### src/rtl/markov_first_build_pkg.sv
// Shared definitions for the first-order Markov list builder and its merge-stage consumer.
// Latency: n/a (types and constants). Backpressure: n/a.
// Holds default widths, the {prev,next,count} entry layout and the 3-bit FSM encoding.
package markov_first_build_pkg;

    localparam int NOTE_W_DEF      = 7;
    localparam int COUNT_W_DEF     = 8;
    localparam int MAX_ENTRIES_DEF = 64;
    localparam int ADDR_W_DEF      = 6;
    localparam int ENTRY_W_DEF     = 2 * NOTE_W_DEF + COUNT_W_DEF;

    typedef struct packed {
        logic [NOTE_W_DEF-1:0]  prev;
        logic [NOTE_W_DEF-1:0]  next;
        logic [COUNT_W_DEF-1:0] count;
    } entry_t;

    typedef enum logic [2:0] {
        IDLE      = 3'd0,
        WAIT_NOTE = 3'd1,
        SEARCH    = 3'd2,
        INCREMENT = 3'd3,
        APPEND    = 3'd4,
        FINISH    = 3'd5
    } state_t;

endpackage

### src/rtl/markov_entry_ram.sv
// Transition-list storage: register array, one synchronous write, two combinational reads.
// Latency: write visible the cycle after we; reads are same-cycle.
// Backpressure: none; contents are never cleared so stale entries survive reset.
module markov_entry_ram #(
    parameter int WIDTH  = 22,
    parameter int DEPTH  = 64,
    parameter int ADDR_W = 6
) (
    input  logic              clk,
    input  logic              we,
    input  logic [ADDR_W-1:0] waddr,
    input  logic [WIDTH-1:0]  wdata,
    input  logic [ADDR_W-1:0] raddr_a,
    output logic [WIDTH-1:0]  rdata_a,
    input  logic [ADDR_W-1:0] raddr_b,
    output logic [WIDTH-1:0]  rdata_b
);

    logic [WIDTH-1:0] mem [DEPTH];

    always_ff @(posedge clk) begin
        if (we) begin
            mem[waddr] <= wdata;
        end
    end

    assign rdata_a = mem[raddr_a];
    assign rdata_b = mem[raddr_b];

endmodule

### src/rtl/markov_first_build.sv
// Builds the {prev,next,count} transition list from a streamed note sequence, one build per start.
// Latency: per pair up to entry_count search cycles + 1 update + 1 return to WAIT_NOTE.
// Backpressure: note_ready is high only in WAIT_NOTE, so notes stall while a pair is being placed.
module markov_first_build
    import markov_first_build_pkg::*;
#(
    parameter int NOTE_W      = NOTE_W_DEF,
    parameter int COUNT_W     = COUNT_W_DEF,
    parameter int MAX_ENTRIES = MAX_ENTRIES_DEF,
    parameter int ADDR_W      = ADDR_W_DEF
) (
    input  logic               clk,
    input  logic               reset,
    input  logic               start,
    input  logic               note_valid,
    input  logic [NOTE_W-1:0]  note_data,
    input  logic               note_last,
    output logic               note_ready,
    input  logic [ADDR_W-1:0]  rd_addr,
    output logic [NOTE_W-1:0]  rd_prev,
    output logic [NOTE_W-1:0]  rd_next,
    output logic [COUNT_W-1:0] rd_count,
    output logic [ADDR_W:0]    entry_count,
    output logic               overflow,
    output logic               done
);

    localparam int ENTRY_W = 2 * NOTE_W + COUNT_W;

    state_t              state, state_nx;
    logic                has_prev, last_seen, overflow_q;
    logic [ADDR_W:0]     cnt_q;
    logic [ADDR_W-1:0]   idx;
    logic [NOTE_W-1:0]   prev_q, pair_prev, pair_next;
    logic                we;
    logic [ADDR_W-1:0]   waddr;
    logic [ENTRY_W-1:0]  wdata, srch_dat, ext_dat;
    logic [COUNT_W-1:0]  srch_count;
    logic                xfer, clear, match, last_idx, full;

    markov_entry_ram #(.WIDTH(ENTRY_W), .DEPTH(MAX_ENTRIES), .ADDR_W(ADDR_W)) u_ram (
        .clk     (clk),
        .we      (we),
        .waddr   (waddr),
        .wdata   (wdata),
        .raddr_a (idx),
        .rdata_a (srch_dat),
        .raddr_b (rd_addr),
        .rdata_b (ext_dat)
    );

    assign srch_count = srch_dat[COUNT_W-1:0];
    assign match      = (srch_dat[ENTRY_W-1 -: NOTE_W] == pair_prev) &&
                        (srch_dat[COUNT_W +: NOTE_W] == pair_next);
    assign last_idx   = ({1'b0, idx} == (cnt_q - (ADDR_W+1)'(1)));
    assign full       = (cnt_q == (ADDR_W+1)'(MAX_ENTRIES));
    assign xfer       = note_valid && note_ready;
    assign clear      = start && ((state == IDLE) || (state == FINISH));

    assign rd_prev     = ext_dat[ENTRY_W-1 -: NOTE_W];
    assign rd_next     = ext_dat[COUNT_W +: NOTE_W];
    assign rd_count    = ext_dat[COUNT_W-1:0];
    assign entry_count = cnt_q;
    assign overflow    = overflow_q;

    always_ff @(posedge clk or negedge reset) begin
        if (!reset) begin
            state <= IDLE;
        end else begin
            state <= state_nx;
        end
    end

    always_comb begin
        state_nx   = state;
        note_ready = 1'b0;
        done       = 1'b0;
        we         = 1'b0;
        waddr      = idx;
        wdata      = {pair_prev, pair_next, COUNT_W'(1)};
        case (state)
            IDLE: begin
                if (start) state_nx = WAIT_NOTE;
            end
            WAIT_NOTE: begin
                note_ready = 1'b1;
                if (xfer) begin
                    if (!has_prev)        state_nx = note_last ? FINISH : WAIT_NOTE;
                    else if (cnt_q == '0) state_nx = APPEND;
                    else                  state_nx = SEARCH;
                end
            end
            SEARCH: begin
                if (match)         state_nx = INCREMENT;
                else if (last_idx) state_nx = APPEND;
            end
            INCREMENT: begin
                we       = 1'b1;
                wdata    = {pair_prev, pair_next,
                            (&srch_count) ? srch_count : srch_count + COUNT_W'(1)};
                state_nx = last_seen ? FINISH : WAIT_NOTE;
            end
            APPEND: begin
                we       = !full;
                waddr    = cnt_q[ADDR_W-1:0];
                state_nx = last_seen ? FINISH : WAIT_NOTE;
            end
            FINISH: begin
                done = 1'b1;
                if (start) state_nx = WAIT_NOTE;
            end
            default: state_nx = IDLE;
        endcase
    end

    always_ff @(posedge clk or negedge reset) begin
        if (!reset) begin
            has_prev   <= 1'b0;
            last_seen  <= 1'b0;
            overflow_q <= 1'b0;
            cnt_q      <= '0;
            idx        <= '0;
            prev_q     <= '0;
            pair_prev  <= '0;
            pair_next  <= '0;
        end else if (clear) begin
            has_prev   <= 1'b0;
            last_seen  <= 1'b0;
            overflow_q <= 1'b0;
            cnt_q      <= '0;
        end else if (xfer) begin
            last_seen <= note_last;
            prev_q    <= note_data;
            if (!has_prev) begin
                has_prev <= 1'b1;
            end else begin
                pair_prev <= prev_q;
                pair_next <= note_data;
                idx       <= '0;
            end
        end else if (state == SEARCH) begin
            if (!match && !last_idx) idx <= idx + ADDR_W'(1);
        end else if (state == APPEND) begin
            // A full list keeps its contents; the dropped pair is only flagged.
            if (full) overflow_q <= 1'b1;
            else      cnt_q      <= cnt_q + (ADDR_W+1)'(1);
        end
    end

endmodule

### config.mk
export PLATFORM = sky130hd
export DESIGN_NAME = markov_first_build
export DESIGN_NICKNAME = d
export VERILOG_FILES = /design/src/rtl/markov_first_build_pkg.sv /design/src/rtl/markov_entry_ram.sv /design/src/rtl/markov_first_build.sv
export SDC_FILE = /design/constraint.sdc
export NUM_CORES = 2
export LEC_CHECK = 0
export CORE_MARGIN = 1.5
export CORE_UTILIZATION = 26
export CTS_BUF_LIST = sky130_fd_sc_hd__clkbuf_16
export DETAILED_ROUTE_END_ITERATION = 12
export PLACE_DENSITY = 0.49
export SYNTH_ARGS = -nofsm -noshare
export SYNTH_HDL_FRONTEND = slang
export SYNTH_HIERARCHICAL = 1
export SYNTH_SLANG_ARGS = --single-unit
### constraint.sdc
create_clock -name clk -period 13.6 [get_ports clk]
set_input_delay 1.36 -clock clk [delete_from_list [all_inputs] [get_ports clk]]
set_output_delay 1.36 -clock clk [all_outputs]
set_load 0.005 [all_outputs]
## After elaboration in Yosys (flattened, before gate mapping)

Memory sizes are Yosys's and may differ from the RTL's.
Cells that the tools add are included.

| operators by class | value |
|---|---|
| bitwise logic cells | 1 |
| reductions and logical operators | 24 |
| add/subtract/negate cells | 4 |
| multiplexer cells | 35 |
| equality and inequality tests | 16 |

Operators with widths:

| operator | number |
|---|---|
| $mux 7 | 5 |
| $mux 6 | 5 |
| $mux 3 | 8 |
| $mux 8 | 2 |
| $eq 7x7->1 | 2 |
| $mux 1 | 13 |
| $pmux 3 s4 | 1 |
| $reduce_and 4->1 | 3 |
| $reduce_bool 2->1 | 5 |
| $add 8x1->8 const B | 1 |
| $ne 2x2->1 const B | 4 |
| $reduce_and 8->1 | 1 |
| $add 7x1->7 const B | 1 |
| $eq 6x7->1 | 1 |
| $eq 7x7->1 const B | 1 |
| $logic_not 7->1 | 1 |
| $sub 7x1->7 const B | 1 |
| $add 6x1->6 const B | 1 |
| $eq 3x2->1 const B | 2 |
| $eq 3x3->1 const B | 2 |
| $reduce_and 3->1 | 2 |
| $logic_and 1x1->1 | 4 |
| $ne 2x1->1 const B | 2 |
| $reduce_or 2->1 | 2 |
| other kinds (8) | 10 |

| word-level totals | value |
|---|---|
| bits in writable memories | 1408 |
| bits of input ports | 18 |
| output and inout port bits | 32 |
| word-level logic and storage cells | 90 |
| memories kept | 1 |
| register bits after elaboration | 40 |

Memory list:

| memory | depth | width | read ports | clocked after Yosys merged registers in | write ports | RTL line | text |
|---|---|---|---|---|---|---|---|
| u_ram.mem | 64 | 22 | 2 | 0 | 1 | markov_entry_ram.sv:19 | `logic [WIDTH-1:0] mem [DEPTH];` |

## Logic depth before layout (Yosys ltp)

An unclocked memory read counts as a cell.

| logic depth | value |
|---|---|
| depth after elaboration | 8 |
| mapped depth | 16 |
| gate-level depth less buffers | 12 |

## Hierarchy

Netlist, hierarchy kept.

Modules (own cells, without submodules):

| module | area an instance (um2) | cells each | sequential area each (um2) | instances |
|---|---|---|---|---|
| markov_entry_ram | 65566.6 | 3338 | 42280.6 | 1 |
| markov_first_build | 2635.0 | 267 | 1001.0 | 1 |

## Worst setup path after synthesis

Ideal clock, no wire load.

| timing | value |
|---|---|
| path kind | flip-flop to flip-flop |
| from | register idx[0] |
| to | memory u_ram.mem[0][6], data pin |
| arrival time | 5.223 ns |
| period minus slack after synthesis | 5.945 ns |
| path buffers | 3 |
| cell stages (with the launch flop) | 13 |
| slack | 7.655 ns |
| setup time | 0.721 ns |
| required time | 12.879 ns |
| path through | dfrtp_1 > buf_6 > buf_6 > buf_4 > mux4_2 > mux2i_1 > a22oi_1 > a22o_1 > ha_1 > and3_1 > nand3_1 > nor2_1 > a211oi_1 |

| on the way | value |
|---|---|
| word-level cells in the longest chain between the ends | 4 |
| elaborated cells on any way between the ends | 5 |
| classes of those cells | 1 x add/sub; 2 x mux; 1 x reduce/logical; 1 x memory |

Ends and longest elaborated chain:

| element | RTL line | text |
|---|---|---|
| start, declared | markov_first_build.sv:33 | `logic [ADDR_W-1:0] idx;` |
| start signal, assigned | markov_first_build.sv:142 | `if (!match && !last_idx) idx <= idx + ADDR_W'(1);` |
| $mem_v2 64x22 (*) | -- |  |
| named net srch_dat[0] | markov_first_build.sv:37 | `logic [ENTRY_W-1:0] wdata, srch_dat, ext_dat;` |
| $add 8x1->8 / $reduce_and 8->1 (equally long branches) | markov_first_build.sv:100 | `(&srch_count) ? srch_count : srch_count + COUNT_W'(1)};` |
| $mux 8 (*) | markov_first_build.sv:100 |  |
| $mux 8 (*) | markov_first_build.sv:81 | `case (state)` |
| named net wdata[6] | markov_first_build.sv:37 |  |
| end, declared | markov_entry_ram.sv:19 |  |

The timed path passes the listed nets; every way through them passes the cells marked *.

## Worst setup path after layout

| timing | value |
|---|---|
| from | input rd_addr[2] |
| to | output rd_count[2] |

| on the way | value |
|---|---|
| word-level cells in the longest chain between the ends | 1 |

Ends and longest elaborated chain:

| element | RTL line | text |
|---|---|---|
| start, declared | markov_first_build.sv:19 | `input logic [ADDR_W-1:0] rd_addr,` |
| $mem_v2 64x22 | -- |  |
| end, declared | markov_first_build.sv:22 | `output logic [COUNT_W-1:0] rd_count,` |

Every way passes these cells.

==> results.sh <==
export IMPL_ys_warn_count=6
export IMPL_holdPathStages=2
export IMPL_grt_max_degree=88
export IMPL_num_fill_cells=25400
export IMPL_reg2regPathDepth=12
export IMPL_die_h_um=515
export IMPL_hold_viol_final=0
export IMPL_vdd_ir_drop_max_uv=109
export IMPL_antenna_left=0
export IMPL_hold_path_class="register to register"
export IMPL_synthCells=3605
export IMPL_clockBufferDepth=3
export IMPL_wirelength_um=230000
export IMPL_ys_types=62
export IMPL_syn_nets=3628
export IMPL_start_util_pct=26.2
export IMPL_globalplace_congestion=0.859
export IMPL_final_common_cell="edfxtp_1"
export IMPL_period_share_pct=54.0
export IMPL_ios=50
export IMPL_gr_total_overflow=0
export IMPL_cap_violations=0
export IMPL_cp_start_kind="input port"
export IMPL_drtPass1Iterations=7
export IMPL_wl_per_cell_um=31.5
export IMPL_async_flop_share_pct=2.76
export IMPL_port_buffers=49
export IMPL_layout_drive_gt1_share_pct=32.7
export IMPL_dp_hpwl_um=139000
export IMPL_post_place_ws_ns=6.12
export IMPL_status="complete, no violations"
export IMPL_synth_top_area_share_pct=62.0
export IMPL_grt_pass1_wl_um=320000
export IMPL_worstMarginPinSlew_ns=1.22
export IMPL_path_class="input port to output port"
export IMPL_post_cts_buffers=0
export IMPL_fp_row_count=187
export IMPL_synth_seq_cells=1448
export IMPL_cts_buffers=163
export IMPL_crit_fanout=65
export IMPL_clk_pin_slew_worst_paths_ns=0.06
export IMPL_clock_latency_ns=0.82
export IMPL_dieArea_mm2=0.265
export IMPL_grt_pass1_vias=39600
export IMPL_ctsHtreeMaxLevel=4
export IMPL_power_density_mw_per_mm2=167
export IMPL_setup_viol=0
export IMPL_synth_area_leaders="edfxtp_1 (62%), mux4_2 (22%), mux2i_1 (2.1%)"
export IMPL_cp_end_kind="output port"
export IMPL_vias=38700
export IMPL_cts_num_sinks=1448
export IMPL_areaGrowthSynthToFinish_pct=14.8
export IMPL_total_leakage_power_nw=23.6
export IMPL_synth_area_mm2=0.0682
export IMPL_final_cell_mix="edfxtp_1 (1,408), mux4_2 (652), nand2_1 (164), clkbuf_16 (164), mux2i_1 (141)"
export IMPL_nNetsFinal=3689
export IMPL_layout_min_cycle_time_ns=7.35
export IMPL_critical_path_arrival_ns=5.99
export IMPL_die_width_um=515
export IMPL_avgSynthCellArea_um2=18.9
export IMPL_ys_seq_area_share_pct=63.5
export IMPL_drtIter0Drc=4235
export IMPL_synthFlopType="edfxtp_1"
export IMPL_post_cts_resized=0
export IMPL_synth_edff_count=1408
export IMPL_synth_top_area_cell="edfxtp_1"
export IMPL_drv_slew=0
export IMPL_holdBufCountCts=0
export IMPL_vias_per_cell=5.30
export IMPL_skew_ns=0.0286
export IMPL_required_ns=12.24
export IMPL_maxSlewHeadroom_pct=18.3
export IMPL_drc=0
export IMPL_antenna_found_initial=6
export IMPL_rsz0062_at_grt="no"
export IMPL_tns_ns=0
export IMPL_grt_total_usage_pct=17.1
export IMPL_tritoncts="built"
export IMPL_root_buffer="clkbuf_16"
export IMPL_worst_slack_ns=6.25
export IMPL_max_freq_mhz=136
export IMPL_coreArea_mm2=0.260
==> Yosys cell counts (27+ instances only) <==
cell      instances
mux2_2          112
nand2_1         164
nor2b_1          50
buf_2            98
o211ai_1         27
a21oi_1          35
a221oi_1         56
edfxtp_1       1408
nand3_1          52
nor3_1           43
dfrtp_1          40
clkbuf_1         74
o21ai_0          45
buf_4            62
a22oi_1          58
buf_6            36
mux4_2          652
nor2_1          114
a211oi_1         51
mux2i_1         141
o22ai_1          66
==> per-stage QoR <==
| step | total power [W] | std cells | hold WS [ns] | instance area (um2) | util [%] |
|---|---|---|---|---|---|
| 3_3_place_gp | 0.00865 | 6997 | 0.462 | 73000 | 28.0 |
| 3_5_place_dp | 0.00867 | 6997 | 0.468 | 73000 | 28.0 |
| 4_1_cts | 0.0131 | 7292 | 0.482 | 78300 | 30.1 |
| 5_1_grt | 0.0134 | 7293 | 0.500 | 78300 | 30.1 |
| 6_report | 0.0130 | 7295 | 0.480 | 78300 | 30.1 |
| 2_1_floorplan | 0.00738 | 3605 | 0.442 | 68200 | - |
==> registers in the layout (all words and copies together), names as in the netlist <==
name	flops
u_ram/mem	1408
entry_count	7
pair_next	7
pair_prev	7
prev_q	7
idx	6
state	3
has_prev	1
last_seen	1
overflow	1
==> worst max-delay path, stage by stage <==
cell and delay (ns):
buf_8 0.36, buf_4 0.88, buf_4 0.95, mux4_2 0.38, o22ai_1 0.08, o31ai_1 0.25, a21oi_1 0.15, a311oi_1 0.85
clkdlybuf4s50_1 0.67
==> kinds of logic after synthesis <==
logic type               Yosys count  synth area share (%)
AO/OA/AOI/OAI                    396                  4.11
adder cells (fa/ha/maj)            5                0.0917
AND/OR/NAND/NOR                  524                  3.78
multiplexers                     910                  25.6
flip-flops                      1448                  63.5
buffers and inverters            287                  2.55
XOR/XNOR                          35                 0.449
==> power by group <==
| group | total (W) | switching, W | internal (W) |
|---|---|---|---|
| Clock | 0.00443 | 0.00187 | 0.00256 |
| Combinational | 0.00301 | 0.00204 | 0.000968 |
| Sequential | 0.00560 | 0.000159 | 0.00544 |
==> per-layer routing <==
metal / part of all wire [%] / track usage [%]
met5: 0.0057 / 0
met3: 7.7 / 3.72
met2: 46 / 26.6
met1: 42 / 23.2
met4: 4.0 / 6.70
==> path summary, 6_finish.rpt <==
check / from / to / slack (ns)
min in group asynchronous: reset / last_seen$_DFFE_PN0P_ / 0.73
max reg2reg: idx[1]$_DFFE_PN0P_ / u_ram/mem[4][5]$_DFFE_PP_ / 6.69
max: rd_addr[2] / rd_count[2] / 6.25
min: prev_q[5]$_DFFE_PN0P_ / prev_q[5]$_DFFE_PN0P_ / 0.48
min reg2reg: prev_q[5]$_DFFE_PN0P_ / prev_q[5]$_DFFE_PN0P_ / 0.48
max in group asynchronous: reset / idx[4]$_DFFE_PN0P_ / 12.13
==> layout make-up <==
cell class | instances | area, um2 | share of cell area (%)
repair buffers | 177 | 1540 | 1.97
clock buffers | 164 | 4100 | 5.24
flip-flops and latches | 1448 | 43300 | 55.3
well taps | 3496 | 4370 | 5.59
clock inverters | 131 | 1240 | 1.58
diodes | 3 | 7.51 | 0.00959
inverters | 6 | 22.5 | 0.0288
multi-input cells | 1870 | 23700 | 30.3
Power figures use the tool's default switching activity.
